[src/rtl/memory_access.sv]
// rtl/memory_access.sv - load/store stage with bus handshake, lane alignment, extension and timeout
//
// Ports:
//   clk, rst_n         clock (rising edge), asynchronous active-low reset
//   ex_valid/ex_ready  operation handshake from execute; ready only in IDLE
//   aluout             effective address for loads/stores, result otherwise
//   store_data         rs2 value for stores
//   funct3             RV32I load/store width code
//   is_load/is_store   operation kind; store wins when both are set
//   bus_*              word-addressed data bus with req/ack handshake
//   wb_valid/wb_data   single-cycle result pulse to writeback
//   fault              misaligned access or illegal funct3 (with wb_valid)
//   bus_err            bus timeout abort (with wb_valid)

module memory_access #(
    parameter int TIMEOUT = 16
) (
    input  logic        clk,
    input  logic        rst_n,
    input  logic        ex_valid,
    output logic        ex_ready,
    input  logic [31:0] aluout,
    input  logic [31:0] store_data,
    input  logic [2:0]  funct3,
    input  logic        is_load,
    input  logic        is_store,
    output logic        bus_req,
    output logic        bus_we,
    output logic [31:0] bus_addr,
    output logic [3:0]  bus_wstrb,
    output logic [31:0] bus_wdata,
    input  logic        bus_ack,
    input  logic [31:0] bus_rdata,
    output logic        wb_valid,
    output logic [31:0] wb_data,
    output logic        fault,
    output logic        bus_err
);

    localparam int CW = (TIMEOUT > 2) ? $clog2(TIMEOUT) : 1;
    // Unused when TIMEOUT==0; the cast keeps the expression legal either way.
    localparam logic [CW-1:0] TMAX = CW'(TIMEOUT - 1);

    typedef enum logic {
        IDLE = 1'b0,
        REQ  = 1'b1
    } state_t;

    state_t state_q, state_d;

    logic [CW-1:0] cnt_q;
    logic [2:0]    f3_q;
    logic [1:0]    lane_q;
    logic          st_q;

    // Decode of the operation presented by execute
    logic accept, op_st, op_ld, op_mem, legal, aligned;
    logic go, flt, pass, tmo_hit;

    assign ex_ready = (state_q == IDLE);
    assign accept   = ex_valid & ex_ready;
    assign op_st    = is_store;
    assign op_ld    = is_load & ~is_store;
    assign op_mem   = op_st | op_ld;

    always_comb begin
        legal = 1'b0;
        if (op_st) begin
            legal = (funct3 == 3'b000) || (funct3 == 3'b001) || (funct3 == 3'b010);
        end else if (op_ld) begin
            legal = (funct3 == 3'b000) || (funct3 == 3'b001) || (funct3 == 3'b010) ||
                    (funct3 == 3'b100) || (funct3 == 3'b101);
        end
    end

    // funct3[1:0] encodes width for both loads and stores
    always_comb begin
        aligned = 1'b1;
        case (funct3[1:0])
            2'b01:   aligned = ~aluout[0];
            2'b10:   aligned = (aluout[1:0] == 2'b00);
            default: aligned = 1'b1;
        endcase
    end

    assign go   = accept & op_mem & legal & aligned;
    assign flt  = accept & op_mem & ~(legal & aligned);
    assign pass = accept & ~op_mem;

    // Ack on the final count edge wins over the timeout
    assign tmo_hit = (TIMEOUT > 0) && (state_q == REQ) && (cnt_q == TMAX) && !bus_ack;

    // Load result extraction from the captured lane and width
    logic [31:0] shifted;
    logic [7:0]  rbyte;
    logic [15:0] rhalf;
    logic [31:0] load_val;

    assign shifted = bus_rdata >> {lane_q, 3'b000};
    assign rbyte   = shifted[7:0];
    assign rhalf   = lane_q[1] ? bus_rdata[31:16] : bus_rdata[15:0];

    always_comb begin
        load_val = 32'd0;
        case (f3_q)
            3'b000:  load_val = {{24{rbyte[7]}}, rbyte};
            3'b001:  load_val = {{16{rhalf[15]}}, rhalf};
            3'b010:  load_val = bus_rdata;
            3'b100:  load_val = {24'd0, rbyte};
            3'b101:  load_val = {16'd0, rhalf};
            default: load_val = 32'd0;
        endcase
    end

    always_ff @(posedge clk or negedge rst_n) begin
        if (!rst_n) begin
            state_q <= IDLE;
        end else begin
            state_q <= state_d;
        end
    end

    always_comb begin
        state_d = state_q;
        case (state_q)
            IDLE:    if (go) state_d = REQ;
            REQ:     if (bus_ack || tmo_hit) state_d = IDLE;
            default: state_d = IDLE;
        endcase
    end

    always_ff @(posedge clk or negedge rst_n) begin
        if (!rst_n) begin
            bus_req   <= 1'b0;
            bus_we    <= 1'b0;
            bus_addr  <= 32'd0;
            bus_wstrb <= 4'd0;
            bus_wdata <= 32'd0;
            wb_valid  <= 1'b0;
            wb_data   <= 32'd0;
            fault     <= 1'b0;
            bus_err   <= 1'b0;
            cnt_q     <= '0;
            f3_q      <= 3'd0;
            lane_q    <= 2'd0;
            st_q      <= 1'b0;
        end else begin
            wb_valid <= 1'b0;
            wb_data  <= 32'd0;
            fault    <= 1'b0;
            bus_err  <= 1'b0;
            if (state_q == IDLE) begin
                if (pass) begin
                    wb_valid <= 1'b1;
                    wb_data  <= aluout;
                end else if (flt) begin
                    wb_valid <= 1'b1;
                    fault    <= 1'b1;
                end else if (go) begin
                    bus_req  <= 1'b1;
                    bus_we   <= op_st;
                    bus_addr <= {aluout[31:2], 2'b00};
                    f3_q     <= funct3;
                    lane_q   <= aluout[1:0];
                    st_q     <= op_st;
                    cnt_q    <= '0;
                    if (op_st) begin
                        case (funct3[1:0])
                            2'b00: begin
                                bus_wstrb <= 4'b0001 << aluout[1:0];
                                bus_wdata <= {4{store_data[7:0]}};
                            end
                            2'b01: begin
                                bus_wstrb <= 4'b0011 << aluout[1:0];
                                bus_wdata <= {2{store_data[15:0]}};
                            end
                            default: begin
                                bus_wstrb <= 4'b1111;
                                bus_wdata <= store_data;
                            end
                        endcase
                    end else begin
                        bus_wstrb <= 4'd0;
                        bus_wdata <= 32'd0;
                    end
                end
            end else begin
                if (bus_ack || tmo_hit) begin
                    bus_req   <= 1'b0;
                    bus_we    <= 1'b0;
                    bus_addr  <= 32'd0;
                    bus_wstrb <= 4'd0;
                    bus_wdata <= 32'd0;
                    wb_valid  <= 1'b1;
                    if (bus_ack) begin
                        wb_data <= st_q ? 32'd0 : load_val;
                    end else begin
                        bus_err <= 1'b1;
                    end
                end else begin
                    cnt_q <= cnt_q + 1'b1;
                end
            end
        end
    end

endmodule

[config.mk]
export PLATFORM = sky130hd
export DESIGN_NAME = memory_access
export DESIGN_NICKNAME = d
export VERILOG_FILES = /design/src/rtl/memory_access.sv
export SDC_FILE = /design/constraint.sdc
export NUM_CORES = 1
export LEC_CHECK = 0
export ABC_CLOCK_PERIOD_IN_PS = 3400
export CAP_MARGIN = 25
export CELL_PAD_IN_SITES_DETAIL_PLACEMENT = 1
export CELL_PAD_IN_SITES_GLOBAL_PLACEMENT = 1
export CORE_MARGIN = 1.5
export CORE_UTILIZATION = 37
export CTS_BUF_LIST = sky130_fd_sc_hd__clkbuf_8
export CTS_CLUSTER_DIAMETER = 200
export DETAILED_ROUTE_END_ITERATION = 16
export PLACE_DENSITY_LB_ADDON = 0.1
export SLEW_MARGIN = 20
export SYNTH_ARGS = -nofsm -noshare
export SYNTH_HDL_FRONTEND = slang
export SYNTH_SLANG_ARGS = --single-unit
[constraint.sdc]
create_clock -name clk -period 3.4 [get_ports clk]
set_input_delay 0.68 -clock clk [delete_from_list [all_inputs] [get_ports clk]]
set_output_delay 0.68 -clock clk [all_outputs]
set_load 0.005 [all_outputs]
# [Word level (Yosys, flattened, before mapping)]
# Cells that the tools add are included.
[word_totals] reg_bits=116 inputBits=105 output_inout_bits=106 word_cells=119
[classes] n_addsub=1 eq_ne=15 shift=3 muxes=54 bitwise=16 reduce_logical=16
[op_table] op="32-bit two-way mux" n=15
[op_table] op="32-bit one-hot mux with 5 select lines" n=1
[op_table] op="32-bit one-hot mux with 2 select lines" n=1
[op_table] op="4-bit two-way mux" n=11
[op_table] op="32-bit by 5-bit right shift with 8-bit output" n=1
[op_table] op="1-bit two-way mux" n=22
[op_table] op="16-bit two-way mux" n=1
[op_table] op="3-bit equality test (second input constant)" n=4
[op_table] op="4-bit AND reduction" n=3
[op_table] op="1-bit bitwise AND" n=8
[op_table] op="4-bit one-hot mux with 2 select lines" n=1
[op_table] op="1-bit inverter" n=7
[op_table] op="3-bit by 1-bit equality test with 1-bit output (second input constant)" n=2
[op_table] op="3-bit by 2-bit equality test with 1-bit output (second input constant)" n=2
[op_table] op="3-bit logical NOT" n=2
[op_table] op="2-bit inequality test (second input constant)" n=3
[op_table] op="1-bit logical OR" n=5
[op_table] op="4-bit by 1-bit adder with 4-bit output (second input constant)" n=1
[op_table] op="4-bit equality test (second input constant)" n=1
[op_table] op="2-bit logical NOT" n=2
[op_table] op="1-bit one-hot mux with 2 select lines" n=2
[op_table] op="1-bit by 2-bit << shifter with 4-bit output (first input constant)" n=1
[op_table] op="2-bit by 2-bit << shifter with 4-bit output (first input constant)" n=1
[op_table] op="2-bit by 1-bit equality test with 1-bit output (second input constant)" n=1
[op_table] op="other kinds (6)" n=7

# [Longest topological paths before layout]
[logic_depth] ltp_word=13 ltp_mapped=9 mapped_depth_nobuf=6

# [Worst setup path after synthesis]
# Ideal clock, no wire load.
[synth_timing] kind="input to register" from="in funct3[0]" to="reg f3_q[1]" setup_ps=127 arrival_ps=2135 t_required_ps=3273 path_slack_ps=1138 stages=9 path_buffers=3 cell_sequence="inv_1 > ha_1 > buf_4 > nor2_2 > a221oi_1 > and3_1 > buf_2 > buf_4 > mux2_1"
[synth_via] elab_chain_len=12 elab_cells_between_ends=21 classes_between="6 x eq/ne; 3 x mux; 6 x bitwise; 6 x reduce/logical"
[synth_rtl] item="start: declaration" line_no="24" text="input logic [2:0] funct3,"
[synth_rtl] item="3-bit by 1-bit equality test with 1-bit output / 3-bit logical NOT (equally long branches)" line_no="69, 71"
[synth_rtl] item="1-bit logical OR (2 in series)" line_no="69, 71"
[synth_rtl] item="1-bit logical OR" line_no="71" text="legal = (funct3 == 3'b000) || (funct3 == 3'b001) || (funct3 == 3'b010) ||"
[synth_rtl] item="1-bit logical OR" line_no="72" text="(funct3 == 3'b100) || (funct3 == 3'b101);"
[synth_rtl] item="1-bit two-way mux" line_no="70" text="end else if (op_ld) begin"
[synth_rtl] item="1-bit two-way mux" line_no="68" text="if (op_st) begin"
[synth_rtl] item="1-bit bitwise AND" line_no="87" text="assign flt = accept & op_mem & ~(legal & aligned);"
[synth_rtl] item="1-bit inverter" line_no="87"
[synth_rtl] item="1-bit bitwise AND" line_no="87"
[synth_rtl] item="1-bit inverter (no line)"
[synth_rtl] item="4-bit AND reduction (no line) (*)"
[synth_rtl] item="end signal: assignment" line_no="163" text="f3_q <= funct3;"
[synth_rtl] item="end: declaration" line_no="52" text="logic [2:0] f3_q;"
# Mark *: on every way between the ends. The rest lies on a longest branch, timed or not.
# A chain may end at the register's enable or synchronous reset.

# [Final worst setup path]
[layout_timing] from="in funct3[0]" to="reg bus_wdata[2]"
[layout_via] elab_chain_len=12 elab_cells_between_ends=22 classes_between="7 x eq/ne; 3 x mux; 5 x bitwise; 7 x reduce/logical"
[layout_rtl] item="3-bit by 1-bit equality test with 1-bit output / 3-bit logical NOT (equally long branches)" line_no="69, 71"
[layout_rtl] item="1-bit logical OR (2 in series)" line_no="69, 71"
[layout_rtl] item="1-bit logical OR" line_no="71"
[layout_rtl] item="1-bit logical OR" line_no="72"
[layout_rtl] item="1-bit two-way mux" line_no="70"
[layout_rtl] item="1-bit two-way mux" line_no="68"
[layout_rtl] item="1-bit bitwise AND" line_no="87"
[layout_rtl] item="1-bit inverter" line_no="87"
[layout_rtl] item="1-bit bitwise AND" line_no="87"
[layout_rtl] item="2-bit inequality test (no line)"
[layout_rtl] item="4-bit AND reduction (no line) (*)"
[layout_rtl] item="end signal: assignment" line_no="171" text="bus_wdata <= {4{store_data[7:0]}};"
[layout_rtl] item="end signal: assignment" line_no="175" text="bus_wdata <= {2{store_data[15:0]}};"
[layout_rtl] item="end signal: assignment" line_no="179" text="bus_wdata <= store_data;"
[layout_rtl] item="end: declaration" line_no="31" text="output logic [31:0] bus_wdata,"
# Marks and branches as above.

==> results.cfg <==
[status]
status = complete, no violations

[die]
chipWidth_um = 122
ioPinCount = 211
starting_utilization_of_the_core_area_pct = 38.0
die_h_um = 122
row_count = 43
dieArea_mm2 = 0.0150
fp.coreArea_mm2 = 0.0139

[route]
vias = 4800
drt_pre_antenna_iters = 6
total_wirelength_mm = 18.4
initial_drc_count = 356
drtAntennaViolNets = 0
drc_violations_left = 0
viasPerCell = 5.65
route.detailed.wl_per_inst_um = 21.7

[yosys]
synth_edf_count = 0
ys_seq_elements = 114
synth_cell_type_count = 56
syn_inst = 457
synthesis.area_per_instance_um2 = 11.5
synth_sequential_area_ratio_pct = 54.1
yosys_warnings = 0
synth_area_mm2 = 0.00528
async_reset_ff_share_pct = 100
synth-main-ff-cell = sky130_fd_sc_hd__dfrtp_1

[critical_path]
path_class = input port to flip-flop
crit-reg2reg-launch = lane_q[1]
endpoint_kind = flip-flop
worstPathArrival_ns = 2.93
worst-endpoint-required_ns = 3.72
start_kind = input port
reg2reg_setup_slack_ns = 1.12
cell_depth_of_the_worst_flop_to_flop_path = 4
cp_max_fo = 27
critical_path.reg2reg.endpoint = wb_data[24]

[pwr]
p_sw_mw = 1.25
power.share.clock_pct = 30.5
proportion_of_power_drawn_by_flip_flops_and_latches_pct = 40.7
power_leakage_nw = 3.32
power.combinational.fraction_pct = 28.8
max-vdd-ir-drop_uv = 319
p_sw_share_pct = 28.9
cell_internal_pwr_mw = 3.08
pwr_density_cell_mw_per_mm2 = 549
total_power_mw = 4.34

[grt]
grt_pass1_wl_mm = 28.0
grt_antenna_before_repair = 0
grt_overflow = 0
grt_start_max_net_pins = 115
first_global_vias = 5005
grt_util_all_layers_pct = 25.0

[timing]
finalHoldWorstSlack_ns = 0.307
worstMarginPinSlew_ns = 1.03
skew_ns = 0.00447
final.setup.tns_ns = 0
max-slew-margin-rel_pct = 31.0
period_minus_slack_ns = 2.60
slew_viol_final = 0
hold_viol_final = 0
setup_repair_after_global_routing_missed_its_margin = no
timing.final.crit_share_pct = 76.6
max_freq_mhz = 384
final-setup-viol-count = 0

[clocking]
ctsHoldBuffers = 0
cts.sinks = 114
clock_tree.root_cell = sky130_fd_sc_hd__clkbuf_8
postCtsSetupRepairBufs = 0
post_cts_resized = 0
htree_num_levels = 4
clk-insertion-delay-late_ns = 0.44
cts.path.max_buffers = 2
cts_tree = built
clk_pin_slew_worst_paths_ns = 0.07
cts_inserted_buffers = 17

[final_layout]
fin_area_mm2 = 0.00791
final_layout_size_suffix_gt1_share_pct = 11.8
highest_count_cells_in_the_layout_ignoring_fill_and_taps = sky130_fd_sc_hd__clkdlybuf4s50_1 (207), sky130_fd_sc_hd__dfrtp_1 (114), sky130_fd_sc_hd__nand2_1 (45)
most_common_library_cell_in_the_layout_ignoring_fill_and_taps = sky130_fd_sc_hd__clkdlybuf4s50_1
post_layout_nonfiller_instances = 850
nFillCells = 1480
sequential_standard_cell_area_mm2 = 0.00285
antenna_cells = 0
total_number_of_nets_in_the_final_design = 766
multi_input_comb_area_mm2 = 0.00216
area_growth_syn_to_layout_pct = 50.0

[placed_design]
portBuffers = 208
placed_area_mm2 = 0.00750
gp_routability_congestion = 0.879
numPlacedInstances = 818
dp_hpwl_mm = 13.5

[hold_path]
hold_path_class = input port to async pin

[run]
drv_cap = 0
## registers in the layout, summed over array words and instances (netlist names), 2 cells and up
| register | flops |
|---|---|
| bus_wdata | 32 |
| wb_data | 32 |
| bus_addr | 30 |
| bus_wstrb | 4 |
| cnt_q | 4 |
| f3_q | 3 |
| lane_q | 2 |
## how the worst max path moves through the flow
stage               slack (ns)            end  depth (start not counted)       from
floorplan                 1.14        f3_q[1]                          9  funct3[0]
global placement          0.42  bus_wdata[19]                          8  funct3[1]
detailed placement        0.34    bus_addr[9]                          9  funct3[1]
CTS                       0.81   bus_wdata[2]                          8  funct3[0]
global route              0.66   bus_wdata[2]                          8  funct3[1]
finish                    0.80   bus_wdata[2]                          8  funct3[0]
## cell families (layout without fill, tap and decap cells)
group,after synthesis,after routing,share of synthesized area (%)
adder cells (fa/ha/maj),4,4,0.949
multiplexers,22,22,4.70
AO/OA/AOI/OAI,152,152,23.8
XOR/XNOR,2,2,0.332
flip-flops,114,114,54.1
AND/OR/NAND/NOR,113,113,10.8
buffers and inverters,49,261,5.31
other,1,2,0.0711
## area by class of cell
type                            instances  area share [%]
Clock buffer                           20            3.48
Timing Repair Buffer                  224            28.3
Sequential cell                       114            36.1
Clock inverter                         12            1.74
Inverter                                5           0.237
Tap cell                              180            2.85
Multi-Input combinational cell        295            27.3
## power groups by stage
stage          clock network [mW]  registers (mW)  logic, mW
3_3_place_gp                    0            1.78       1.21
2_1_floorplan                   0            1.74      0.565
6_report                     1.32            1.77       1.25
3_5_place_dp                    0            1.79       1.25
5_1_grt                      1.40            1.80       1.35
4_1_cts                      1.35            1.77       1.26
## routing by layer
metal	wire length (um)	track usage (%)
met5	0	0
met4	313	8.79
met3	1340	7.34
met2	8880	39.5
met1	7870	32.7
## metrics by stage
step           util [%]  worst slack [ns]
2_1_floorplan         -              1.14
3_3_place_gp       54.0             0.424
3_5_place_dp       54.0             0.345
4_1_cts            57.0             0.811
5_1_grt            57.0             0.660
6_report           57.0             0.796
## worst max-delay path, stage by stage
cell and delay (ns):
sky130_fd_sc_hd__clkdlybuf4s50_1 0.45, sky130_fd_sc_hd__inv_1 0.11, sky130_fd_sc_hd__ha_1 0.19, sky130_fd_sc_hd__or3b_4 0.39
sky130_fd_sc_hd__nand3_2 0.21, sky130_fd_sc_hd__nand4_4 0.34, sky130_fd_sc_hd__buf_12 0.29, sky130_fd_sc_hd__a32o_1 0.26
## synth_stat cells, types with 2 or more instances
| master | number | share of area, % |
|---|---|---|
| sky130_fd_sc_hd__o21ai_2 | 2 | 0.33 |
| sky130_fd_sc_hd__a221oi_1 | 8 | 1.3 |
| sky130_fd_sc_hd__ha_1 | 4 | 0.95 |
| sky130_fd_sc_hd__nand3b_1 | 2 | 0.28 |
| sky130_fd_sc_hd__mux2i_1 | 9 | 1.7 |
| sky130_fd_sc_hd__buf_6 | 7 | 1.5 |
| sky130_fd_sc_hd__o22ai_1 | 16 | 1.9 |
| sky130_fd_sc_hd__dfrtp_1 | 114 | 54 |
| sky130_fd_sc_hd__o22ai_2 | 8 | 1.9 |
| sky130_fd_sc_hd__clkbuf_1 | 17 | 1.2 |
| sky130_fd_sc_hd__nor2_1 | 24 | 1.7 |
| sky130_fd_sc_hd__nor3_1 | 2 | 0.19 |
| sky130_fd_sc_hd__nand2b_1 | 6 | 0.71 |
| sky130_fd_sc_hd__nand2_1 | 45 | 3.2 |
| sky130_fd_sc_hd__nor3b_1 | 2 | 0.28 |
| sky130_fd_sc_hd__inv_1 | 5 | 0.36 |
| sky130_fd_sc_hd__buf_4 | 8 | 1.1 |
| sky130_fd_sc_hd__a22oi_1 | 8 | 1.1 |
| sky130_fd_sc_hd__buf_2 | 11 | 1.0 |
| sky130_fd_sc_hd__mux2_2 | 9 | 1.9 |
| sky130_fd_sc_hd__a21oi_1 | 10 | 0.95 |
| sky130_fd_sc_hd__o21ai_0 | 17 | 1.6 |
| sky130_fd_sc_hd__or3_1 | 2 | 0.24 |
| sky130_fd_sc_hd__nand3_1 | 12 | 1.1 |
| sky130_fd_sc_hd__mux2_1 | 3 | 0.64 |
| sky130_fd_sc_hd__a21boi_0 | 2 | 0.28 |
| sky130_fd_sc_hd__a221o_1 | 17 | 3.2 |
| sky130_fd_sc_hd__a222oi_1 | 7 | 1.3 |
| sky130_fd_sc_hd__and3_1 | 2 | 0.24 |
| sky130_fd_sc_hd__nor2b_1 | 4 | 0.47 |
| sky130_fd_sc_hd__a32o_1 | 42 | 8.0 |
| sky130_fd_sc_hd__o21ai_1 | 8 | 0.76 |
Note: power is estimated with default switching activity, not from simulation.
